## src/rtl/fpu_host_link_pkg.sv

```systemverilog
// Shared types and constants for the FPU host link: FSM encoding, transfer sizes,
// and the operand byte-order helper used by the SEND multiplexer.
package fpu_host_link_pkg;

  typedef enum logic [2:0] {
    ST_IDLE = 3'd0,
    ST_SEND = 3'd1,
    ST_WAIT = 3'd2,
    ST_RECV = 3'd3,
    ST_HOLD = 3'd4
  } link_state_e;

  localparam int unsigned IN_BYTES        = 16;
  localparam int unsigned OUT_BYTES       = 4;
  localparam int unsigned TIMEOUT_DEFAULT = 255;

  // Operands are packed {d, c, b, a}, so wire byte 0 (d[31:24]) is the top slot.
  function automatic logic [7:0] send_byte(input logic [127:0] ops, input logic [3:0] idx);
    logic [3:0] slot;
    slot = 4'd15 - idx;
    return ops[{slot, 3'b000} +: 8];
  endfunction

endpackage

```

## src/rtl/fpu_link_watchdog.sv

```systemverilog
// Result-toggle edge detector and WAIT timeout counter. The toggle reference is
// re-captured on every accepted command so toggles left over from earlier work are not counted.
module fpu_link_watchdog #(
  parameter int unsigned TIMEOUT_CYCLES = fpu_host_link_pkg::TIMEOUT_DEFAULT
) (
  input  logic clk_i,
  input  logic rst_ni,
  input  logic snap_i,
  input  logic tog_i,
  input  logic active_i,
  output logic toggle_o,
  output logic timeout_o
);

  logic        tog_ref_q, tog_ref_d;
  logic [15:0] cnt_q, cnt_d;

  always_comb begin
    tog_ref_d = snap_i ? tog_i : tog_ref_q;
    cnt_d     = active_i ? cnt_q + 16'd1 : 16'd0;
  end

  always_ff @(posedge clk_i or negedge rst_ni) begin
    if (!rst_ni) begin
      tog_ref_q <= 1'b0;
      cnt_q     <= 16'd0;
    end else begin
      tog_ref_q <= tog_ref_d;
      cnt_q     <= cnt_d;
    end
  end

  // Only meaningful while the link sits in WAIT; elsewhere both are forced low.
  assign toggle_o  = active_i && (tog_i != tog_ref_q);
  assign timeout_o = active_i && (cnt_d == 16'(TIMEOUT_CYCLES));

endmodule

```

## src/rtl/fpu_host_link.sv

```systemverilog
// Host-side link to a byte-serial FPU computing a*b + c*d: streams 16 operand
// bytes out, waits for the result toggle, collects 4 result bytes and holds the response.
module fpu_host_link #(
  parameter int unsigned TIMEOUT_CYCLES = fpu_host_link_pkg::TIMEOUT_DEFAULT,
  parameter int unsigned IN_BYTES       = fpu_host_link_pkg::IN_BYTES,
  parameter int unsigned OUT_BYTES      = fpu_host_link_pkg::OUT_BYTES
) (
  input  logic        clk,
  input  logic        rst_n,
  input  logic        cmd_valid,
  output logic        cmd_ready,
  input  logic [31:0] op_a,
  input  logic [31:0] op_b,
  input  logic [31:0] op_c,
  input  logic [31:0] op_d,
  output logic [7:0]  dev_data_out,
  input  logic [7:0]  dev_data_in,
  input  logic [3:0]  dev_status,
  output logic        rsp_valid,
  input  logic        rsp_ready,
  output logic [31:0] rsp_data,
  output logic        rsp_err,
  output logic        busy
);
  import fpu_host_link_pkg::*;

  localparam logic [3:0] SEND_LAST = 4'(IN_BYTES - 1);
  localparam logic [3:0] RECV_LAST = 4'(OUT_BYTES - 1);

  // Handshakes: a transfer happens on a rising edge where valid and ready are both
  // high; a held response keeps rsp_valid/rsp_data/rsp_err constant until then.
  link_state_e  state_q, state_d;
  logic [127:0] ops_q, ops_d;
  logic [3:0]   idx_q, idx_d;
  logic [31:0]  rsp_data_q, rsp_data_d;
  logic         rsp_err_q, rsp_err_d;
  logic         cmd_fire, wait_active, toggle, timeout;
  logic         unused_status;

  assign cmd_fire      = (state_q == ST_IDLE) && cmd_valid;
  assign wait_active   = (state_q == ST_WAIT);
  assign unused_status = ^dev_status[3:2];

  fpu_link_watchdog #(.TIMEOUT_CYCLES(TIMEOUT_CYCLES)) u_watchdog (
    .clk_i     (clk),
    .rst_ni    (rst_n),
    .snap_i    (cmd_fire),
    .tog_i     (dev_status[1]),
    .active_i  (wait_active),
    .toggle_o  (toggle),
    .timeout_o (timeout)
  );

  always_ff @(posedge clk or negedge rst_n) begin
    if (!rst_n) state_q <= ST_IDLE;
    else        state_q <= state_d;
  end

  always_comb begin
    state_d = state_q;
    case (state_q)
      ST_IDLE: if (cmd_valid) state_d = ST_SEND;
      ST_SEND: if (idx_q == SEND_LAST) state_d = ST_WAIT;
      ST_WAIT: begin
        if (toggle)       state_d = ST_RECV;
        else if (timeout) state_d = ST_HOLD;
      end
      ST_RECV: if (!dev_status[0] || idx_q == RECV_LAST) state_d = ST_HOLD;
      ST_HOLD: if (rsp_ready) state_d = ST_IDLE;
      default: state_d = ST_IDLE;
    endcase
  end

  always_comb begin
    cmd_ready    = (state_q == ST_IDLE);
    busy         = (state_q != ST_IDLE);
    rsp_valid    = (state_q == ST_HOLD);
    rsp_data     = rsp_data_q;
    rsp_err      = rsp_err_q;
    dev_data_out = (state_q == ST_SEND) ? send_byte(ops_q, idx_q) : 8'h00;
  end

  // The byte index is shared: wire position in SEND, result byte lane in RECV.
  always_comb begin
    ops_d      = ops_q;
    idx_d      = 4'd0;
    rsp_data_d = rsp_data_q;
    rsp_err_d  = rsp_err_q;
    case (state_q)
      ST_IDLE: begin
        if (cmd_valid) begin
          ops_d      = {op_d, op_c, op_b, op_a};
          rsp_data_d = 32'd0;
          rsp_err_d  = 1'b0;
        end
      end
      ST_SEND: idx_d = idx_q + 4'd1;
      ST_WAIT: begin
        if (!toggle && timeout) begin
          rsp_data_d = 32'd0;
          rsp_err_d  = 1'b1;
        end
      end
      ST_RECV: begin
        if (!dev_status[0]) begin
          rsp_data_d = 32'd0;
          rsp_err_d  = 1'b1;
        end else begin
          rsp_data_d[{idx_q[1:0], 3'b000} +: 8] = dev_data_in;
          idx_d = idx_q + 4'd1;
        end
      end
      default: ;
    endcase
  end

  always_ff @(posedge clk or negedge rst_n) begin
    if (!rst_n) begin
      ops_q      <= '0;
      idx_q      <= 4'd0;
      rsp_data_q <= 32'd0;
      rsp_err_q  <= 1'b0;
    end else begin
      ops_q      <= ops_d;
      idx_q      <= idx_d;
      rsp_data_q <= rsp_data_d;
      rsp_err_q  <= rsp_err_d;
    end
  end

endmodule

```

## config.mk

```make
export PLATFORM = sky130hd
export DESIGN_NAME = fpu_host_link
export DESIGN_NICKNAME = d
export VERILOG_FILES = /design/src/rtl/fpu_host_link_pkg.sv /design/src/rtl/fpu_link_watchdog.sv /design/src/rtl/fpu_host_link.sv
export SDC_FILE = /design/constraint.sdc
export NUM_CORES = 1
export LEC_CHECK = 0
export BUFFER_PORTS_ARGS = -buffer_cell sky130_fd_sc_hd__buf_2
export CAP_MARGIN = 10
export CORE_UTILIZATION = 61
export CTS_BUF_LIST = sky130_fd_sc_hd__clkbuf_4 sky130_fd_sc_hd__clkbuf_8
export DETAILED_ROUTE_END_ITERATION = 10
export PLACE_DENSITY = 0.9
export SLEW_MARGIN = 20
export SYNTH_ARGS = -nofsm -noshare
export SYNTH_HDL_FRONTEND = slang
export SYNTH_SLANG_ARGS = --single-unit
```

## constraint.sdc

```tcl
create_clock -name clk -period 8 [get_ports clk]
set_clock_uncertainty 0.05 [all_clocks]
set_input_delay 0.8 -clock clk [delete_from_list [all_inputs] [get_ports clk]]
set_output_delay 0.8 -clock clk [all_outputs]
set_load 0.05 [all_outputs]
```

==> results of run 1 <==
power groups by stage:
| stage | registers (mW) | clock network (mW) | logic (mW) |
|---|---|---|---|
| after floorplan | 1.51 | 0 | 1.10 |
| final | 1.58 | 0.636 | 1.39 |
| after global routing | 1.63 | 0.682 | 1.48 |
| after detailed placement | 1.59 | 0 | 1.39 |
| after global placement | 1.54 | 0 | 1.33 |
| after CTS | 1.58 | 0.646 | 1.40 |
worst reg2reg max path: stages, from the launching register on:
cell and delay [ps]:
dfrtp_2 1040, inv_1 160, ha_1 240, nor2b_1 540, nand2_1 160, nor3_1 560
nand2_1 170, o21ai_2 80
cell type report:
class | count | share of cell area
Sequential cell | 185 | 0.455
Multi-Input combinational cell | 399 | 0.383
Timing Repair Buffer | 190 | 0.0955
Clock buffer | 23 | 0.0286
Tap cell | 180 | 0.0221
Clock inverter | 9 | 0.0111
Inverter | 13 | 0.00479
registers in the layout, indices dropped and copies added, names as in the netlist:
signal	flops
u_watchdog.tog_ref_q	1
u_watchdog.cnt_q	16
idx_q	4
state_q	3
rsp_err	1
rsp_data	32
ops_q	128
metrics by stage:
| step | worst slack (ps) | hold slack [ps] | std cells |
|---|---|---|---|
| after floorplan | 4830 | 425 | 640 |
| after global placement | 4370 | 434 | 967 |
| after detailed placement | 4380 | 442 | 967 |
| after CTS | 3850 | 463 | 999 |
| after global routing | 3760 | 470 | 999 |
| final | 3930 | 415 | 999 |
layer usage:
| layer | part of all wire | GRT usage | routed length, um |
|---|---|---|---|
| met1 | 0.39 | 0.357 | 7920 |
| met2 | 0.52 | 0.495 | 10600 |
| met3 | 0.071 | 0.0843 | 1460 |
| met4 | 0.024 | 0.109 | 483 |
| met5 | 0 | 0 | 0 |
cells in the mapped netlist, drive strengths merged, types with 3 or more instances:
master and count:
dfrtp 185, mux2 129, nand2 50, mux4 40, o21ai 35, buf 33, nor2 22, a32oi 15
inv 13, a21oi 11, nand3 11, clkbuf 10, nor2b 10, or3 10, a22oi 8, xor2 8
xnor2 6, ha 5, nor3 5, a2111oi 3, a21o 3, and4 3, nand4 3
worst max path at each step:
stage / from / to / slack, ps / cells after the start
3_3_place_gp: idx_q[0]$_DFF_PN0_ / dev_data_out[0] / 4370 / 5
5_1_grt: idx_q[0]$_DFF_PN0_ / dev_data_out[0] / 3760 / 5
2_1_floorplan: idx_q[0]$_DFF_PN0_ / dev_data_out[2] / 4830 / 5
6_report: idx_q[0]$_DFF_PN0_ / dev_data_out[0] / 3930 / 5
4_1_cts: idx_q[0]$_DFF_PN0_ / dev_data_out[0] / 3850 / 5
3_5_place_dp: idx_q[0]$_DFF_PN0_ / dev_data_out[0] / 4380 / 5
logic make-up (layout without fill, tap and decap cells):
group	count (synthesis)	count (layout)
fa+ha+maj	5	5
flops	185	185
buf+inv	56	235
mux	169	169
compound gates	86	86
xor+xnor	14	14
simple gates	125	125
==> flow_summary.yaml, run 1 <==
worst_setup_path:
  r2r-end: "rsp_data[26]$_DFFE_PN0P_"
  critPathMaxStageDelay_ps: 770
  r2r-start: "idx_q[1]$_DFF_PN0_"
  arrival_ps: 3220
  cpMaxStageDelayCell: "dfrtp_2"
  reg2reg_depth: 7
  cp-start-kind: "flip-flop"
  cp.buffers_inverters: 2
  cp.required_ps: 7150
  critPathTopFamily: "multiplexers"
  critPathKind: "flip-flop to output pin"
  crit_fanout: 21
  crit_path_frequent_cell: "mux4_2"
  endpoint_kind: "output pin"
  r2r_slack_ps: 4910
  crit_chain: "buf_4 -> mux4_2 -> mux4_2 -> nor2b_1 -> buf_2"
power_and_ir_drop:
  p_comb_frac: 0.385
  p_total_mw: 3.60
  p_sw_mw: 1.25
  internal_power_mw: 2.35
  clock_power_share: 0.177
  pwr-share-seq: 0.439
  ir_drop_mv: 0.205
  p_sw_frac: 0.346
  p_per_area_mw_per_mm2: 354
  total_leakage_power_nw: 4.48
yosys:
  synthAdderAreaFrac: 0.00712
  synth_top_family_by_area: "multiplexers"
  ys_seq_area_frac: 0.527
  synth_area_leaders: "dfrtp_1 53%, mux2_2 17%, mux4_2 10%, o21ai_2 3.0%, nand2_1 2.1%"
  yosysTopAreaCell: "dfrtp_1"
  yosysUniqueCellTypes: 51
  synth_simple_gate_area_frac: 0.0725
  synth-compound-area-share: 0.0810
  synthesis.area_mm2: 0.00879
  synth_cells: 640
  ys_ff_latch: 185
  synth_fp_nets: 789
  async_flop_share: 1.00
  yosys.area_share.xor_xnor: 0.0140
  ys.flop_type: "dfrtp_1"
  synth_edf_count: 0
  synth_top_area_share: 0.527
  muxShareOfSynthArea: 0.268
  synth.avg_cell_area_um2: 13.7
  ys_warn_count: 0
floorplanning:
  die-width_um: 122
  rows: 43
  placeableCoreArea_mm2: 0.0140
  die_h_um: 122
  ios: 188
  start_util: 0.628
  dieArea_mm2: 0.0149
routing:
  drt_iter0_drc: 490
  avgViaCountPerCell: 6.01
  first_pass_iters: 9
  via_count: 6001
  drt_wl_total_um: 20400
  wl_per_cell_um: 20.5
  ant_nets: 0
  drc: 0
layout:
  ff_latch_area_mm2: 0.00463
  layout_commonest_cell: "buf_2"
  multi_input_area_mm2: 0.00389
  layout-drive-gt1-share: 0.534
  syn_to_final_growth_pct: 15.8
  fill_cells: 934
  layout_common_cells: "184 x buf_2, 183 x dfrtp_1, 129 x mux2_2"
  final_cell_area_mm2: 0.0102
  num_antenna_cells: 0
  final_nets: 955
  post-route-util: 0.728
sta:
  slew_headroom: 0.330
  finalCriticalPeriod_ps: 4070
  hold_violations: 0
  tightest_slew_ps: 1000
  fin_setup_tns_ps: 0
  clock.fmax_ghz: 0.246
  rsz0062_at_grt: "false"
  period_share: 0.509
  setup_viol: 0
  drv_slew: 0
cts:
  cts_tree: "yes"
  postCtsHoldBufs: 0
  clockBufferDepth: 2
  clk_latency_ps: 480
  cts_sinks: 185
  cts_setup_buffers: 0
  cts.clk_slew.worst_paths_ps: 90
  cts_max_level: 4
  cts-root-buf: "clkbuf_8"
  cts_buffers: 17
  cts-resized-gates: 0
grt:
  grt_pass1_wl_um: 32200
  grt_max_degree: 119
  grt_pass1_vias: 6281
  antenna_found_initial: 0
  grt_usage: 0.293
  grt.overflow.total: 0
placed_design:
  placed_area_mm2: 0.00977
  io_buffers: 185
  dpl.hpwl_um: 14200
  routabilityCongestion: 0.836
min_path:
  hold_class: "input port to asynchronous set/reset pin"
run_status:
  outcome: "finished, final reports clean"
run:
  maxCapViolCount: 0
Power figures use the tool's default switching activity.
==> inputs of run 2 (changes only) <==
--- a/config.mk
+++ b/config.mk
@@ -7,10 +7,10 @@
 export LEC_CHECK = 0
 export BUFFER_PORTS_ARGS = -buffer_cell sky130_fd_sc_hd__buf_2
 export CAP_MARGIN = 10
-export CORE_UTILIZATION = 61
+export CORE_UTILIZATION = 57
 export CTS_BUF_LIST = sky130_fd_sc_hd__clkbuf_4 sky130_fd_sc_hd__clkbuf_8
 export DETAILED_ROUTE_END_ITERATION = 10
-export PLACE_DENSITY = 0.9
+export PLACE_DENSITY = 0.85
 export SLEW_MARGIN = 20
 export SYNTH_ARGS = -nofsm -noshare
 export SYNTH_HDL_FRONTEND = slang
==> constraint.sdc (replaced) <==
create_clock -name clk -period 3.8 [get_ports clk]
set_clock_uncertainty 0.05 [all_clocks]
set_input_delay 0.38 -clock clk [delete_from_list [all_inputs] [get_ports clk]]
set_output_delay 0.38 -clock clk [all_outputs]
set_load 0.05 [all_outputs]
==> flow_summary.yaml, run 2 (synthesis results as in run 1) <==
sta:
  fin_setup_tns_ps: 0
  period_share: 0.867
  drv_slew: 0
  hold_ws_ps: 86.3
  finalCriticalPeriod_ps: 3300
  setup_viol: 0
  hold_violations: 0
  fin_ws_ps: 504
  slew_headroom: 0.406
  clock.fmax_ghz: 0.303
  tightest_slew_ps: 892
  rsz0062_at_grt: "false"
cts:
  cts-root-buf: "clkbuf_8"
  cts_sinks: 185
  cts_tree: "yes"
  cts.clk_slew.worst_paths_ps: 100
  clk_latency_ps: 470
  clockBufferDepth: 2
  cts_setup_buffers: 0
  cts_buffers: 17
  cts_max_level: 4
placed_design:
  dp_cells: 980
  preCtsSetupSlack_ps: 845
  dpl.hpwl_um: 14100
  routabilityCongestion: 0.897
  placed_area_mm2: 0.00986
  io_buffers: 185
floorplanning:
  dieArea_mm2: 0.0159
  die_h_um: 126
  rows: 45
  die-width_um: 126
  placeableCoreArea_mm2: 0.0151
  ios: 188
  start_util: 0.580
routing:
  drt_iter0_drc: 456
  ant_nets: 0
  via_count: 5987
  wl_per_cell_um: 19.7
  drc: 0
  drt_wl_total_um: 20000
  avgViaCountPerCell: 5.91
  first_pass_iters: 5
worst_setup_path:
  r2r-start: "u_watchdog.cnt_q[0]$_DFF_PN0_"
  critPathKind: "flip-flop to output pin"
  cp.required_ps: 3370
  cp-start-kind: "flip-flop"
  crit_fanout: 11
  r2r-end: "rsp_data[0]$_DFFE_PN0P_"
  cp-startpoint: "idx_q[0]$_DFF_PN0_"
  r2r_slack_ps: 830
  endpoint_kind: "output pin"
  arrival_ps: 2870
  reg2reg_depth: 8
grt:
  grt_pass1_vias: 6308
  grt_usage: 0.271
  antenna_found_initial: 0
  grt_max_degree: 102
  grt_pass1_wl_um: 32800
  grt.overflow.total: 0
layout:
  ff_latch_area_mm2: 0.00463
  largest_reg_flops: 128
  multi_input_area_mm2: 0.00389
  layout_commonest_cell: "buf_2"
  layout-drive-gt1-share: 0.536
  top_register: "ops_q"
  syn_to_final_growth_pct: 17.3
  instances_no_fill: 1013
  final_nets: 961
  post-route-util: 0.681
  num_antenna_cells: 0
  layout_common_cells: "184 x buf_2, 183 x dfrtp_1, 129 x mux2_2"
  final_cell_area_mm2: 0.0103
  fill_cells: 1036
min_path:
  hold_class: "input port to flip-flop"
  worstHoldStart: "op_d[26]"
  whs_path_depth: 2
  holdPathEnd: "ops_q[122]$_DFFE_PN0P_"
power_and_ir_drop:
  p_total_mw: 7.73
  p_per_area_mw_per_mm2: 750
  total_leakage_power_nw: 4.54
  ir_drop_mv: 0.433
run:
  maxCapViolCount: 0
run_status:
  outcome: "finished, final reports clean"
-- run 2: changes by cell type in the layout (fill, tap and decap cells not counted), sizes merged --
cell | before | now
buf | 189 | 195
clkbuf | 24 | 18
clkinv | 3 | 6
bufinv | 2 | 4
dlygate4sd3 | 0 | 1
-- run 2: final cells by class --
class                           count  share of cell area
Sequential cell                   185               0.449
Clock buffer                       18              0.0240
Inverter                           13             0.00473
Multi-Input combinational cell    399               0.378
Timing Repair Buffer              196               0.102
Tap cell                          188              0.0228
Clock inverter                     14              0.0188
-- run 2: worst max-delay path by stage --
stage / endpoint / slack (ps) / depth (start not counted)
after floorplan: dev_data_out[2] / 1050 / 5
after CTS: dev_data_out[4] / 460 / 5
final: dev_data_out[4] / 500 / 5
after detailed placement: rsp_data[0]$_DFFE_PN0P_ / 850 / 8
after global routing: dev_data_out[4] / 380 / 5
after global placement: rsp_data[0]$_DFFE_PN0P_ / 890 / 8
-- run 2: repair_timing --
item	CTS	global route
endpoints found under the setup margin	0	0
endpoints found under the hold margin	84	0
gates resized for setup	0	0
hold buffers	1	0
-- run 2: where the power goes --
group	total [mW]	switching [mW]	internal (mW)
clock network	1.46	0.718	0.740
logic	3.01	1.42	1.59
registers	3.26	0.511	2.75
-- run 2: per-layer routing --
layer,track usage,vias to the layer above,wire [um]
li1,-,2709,-
met1,0.340,3032,8000
met2,0.446,213,10200
met3,0.0726,33,1280
met4,0.113,0,524
met5,0,-,0
-- run 2: worst max-delay path: stages, from the launching register on --
cell and delay [ps]:
dfrtp_2 600, buf_4 330, mux4_2 590, mux4_2 480, nor2b_1 150, buf_2 230
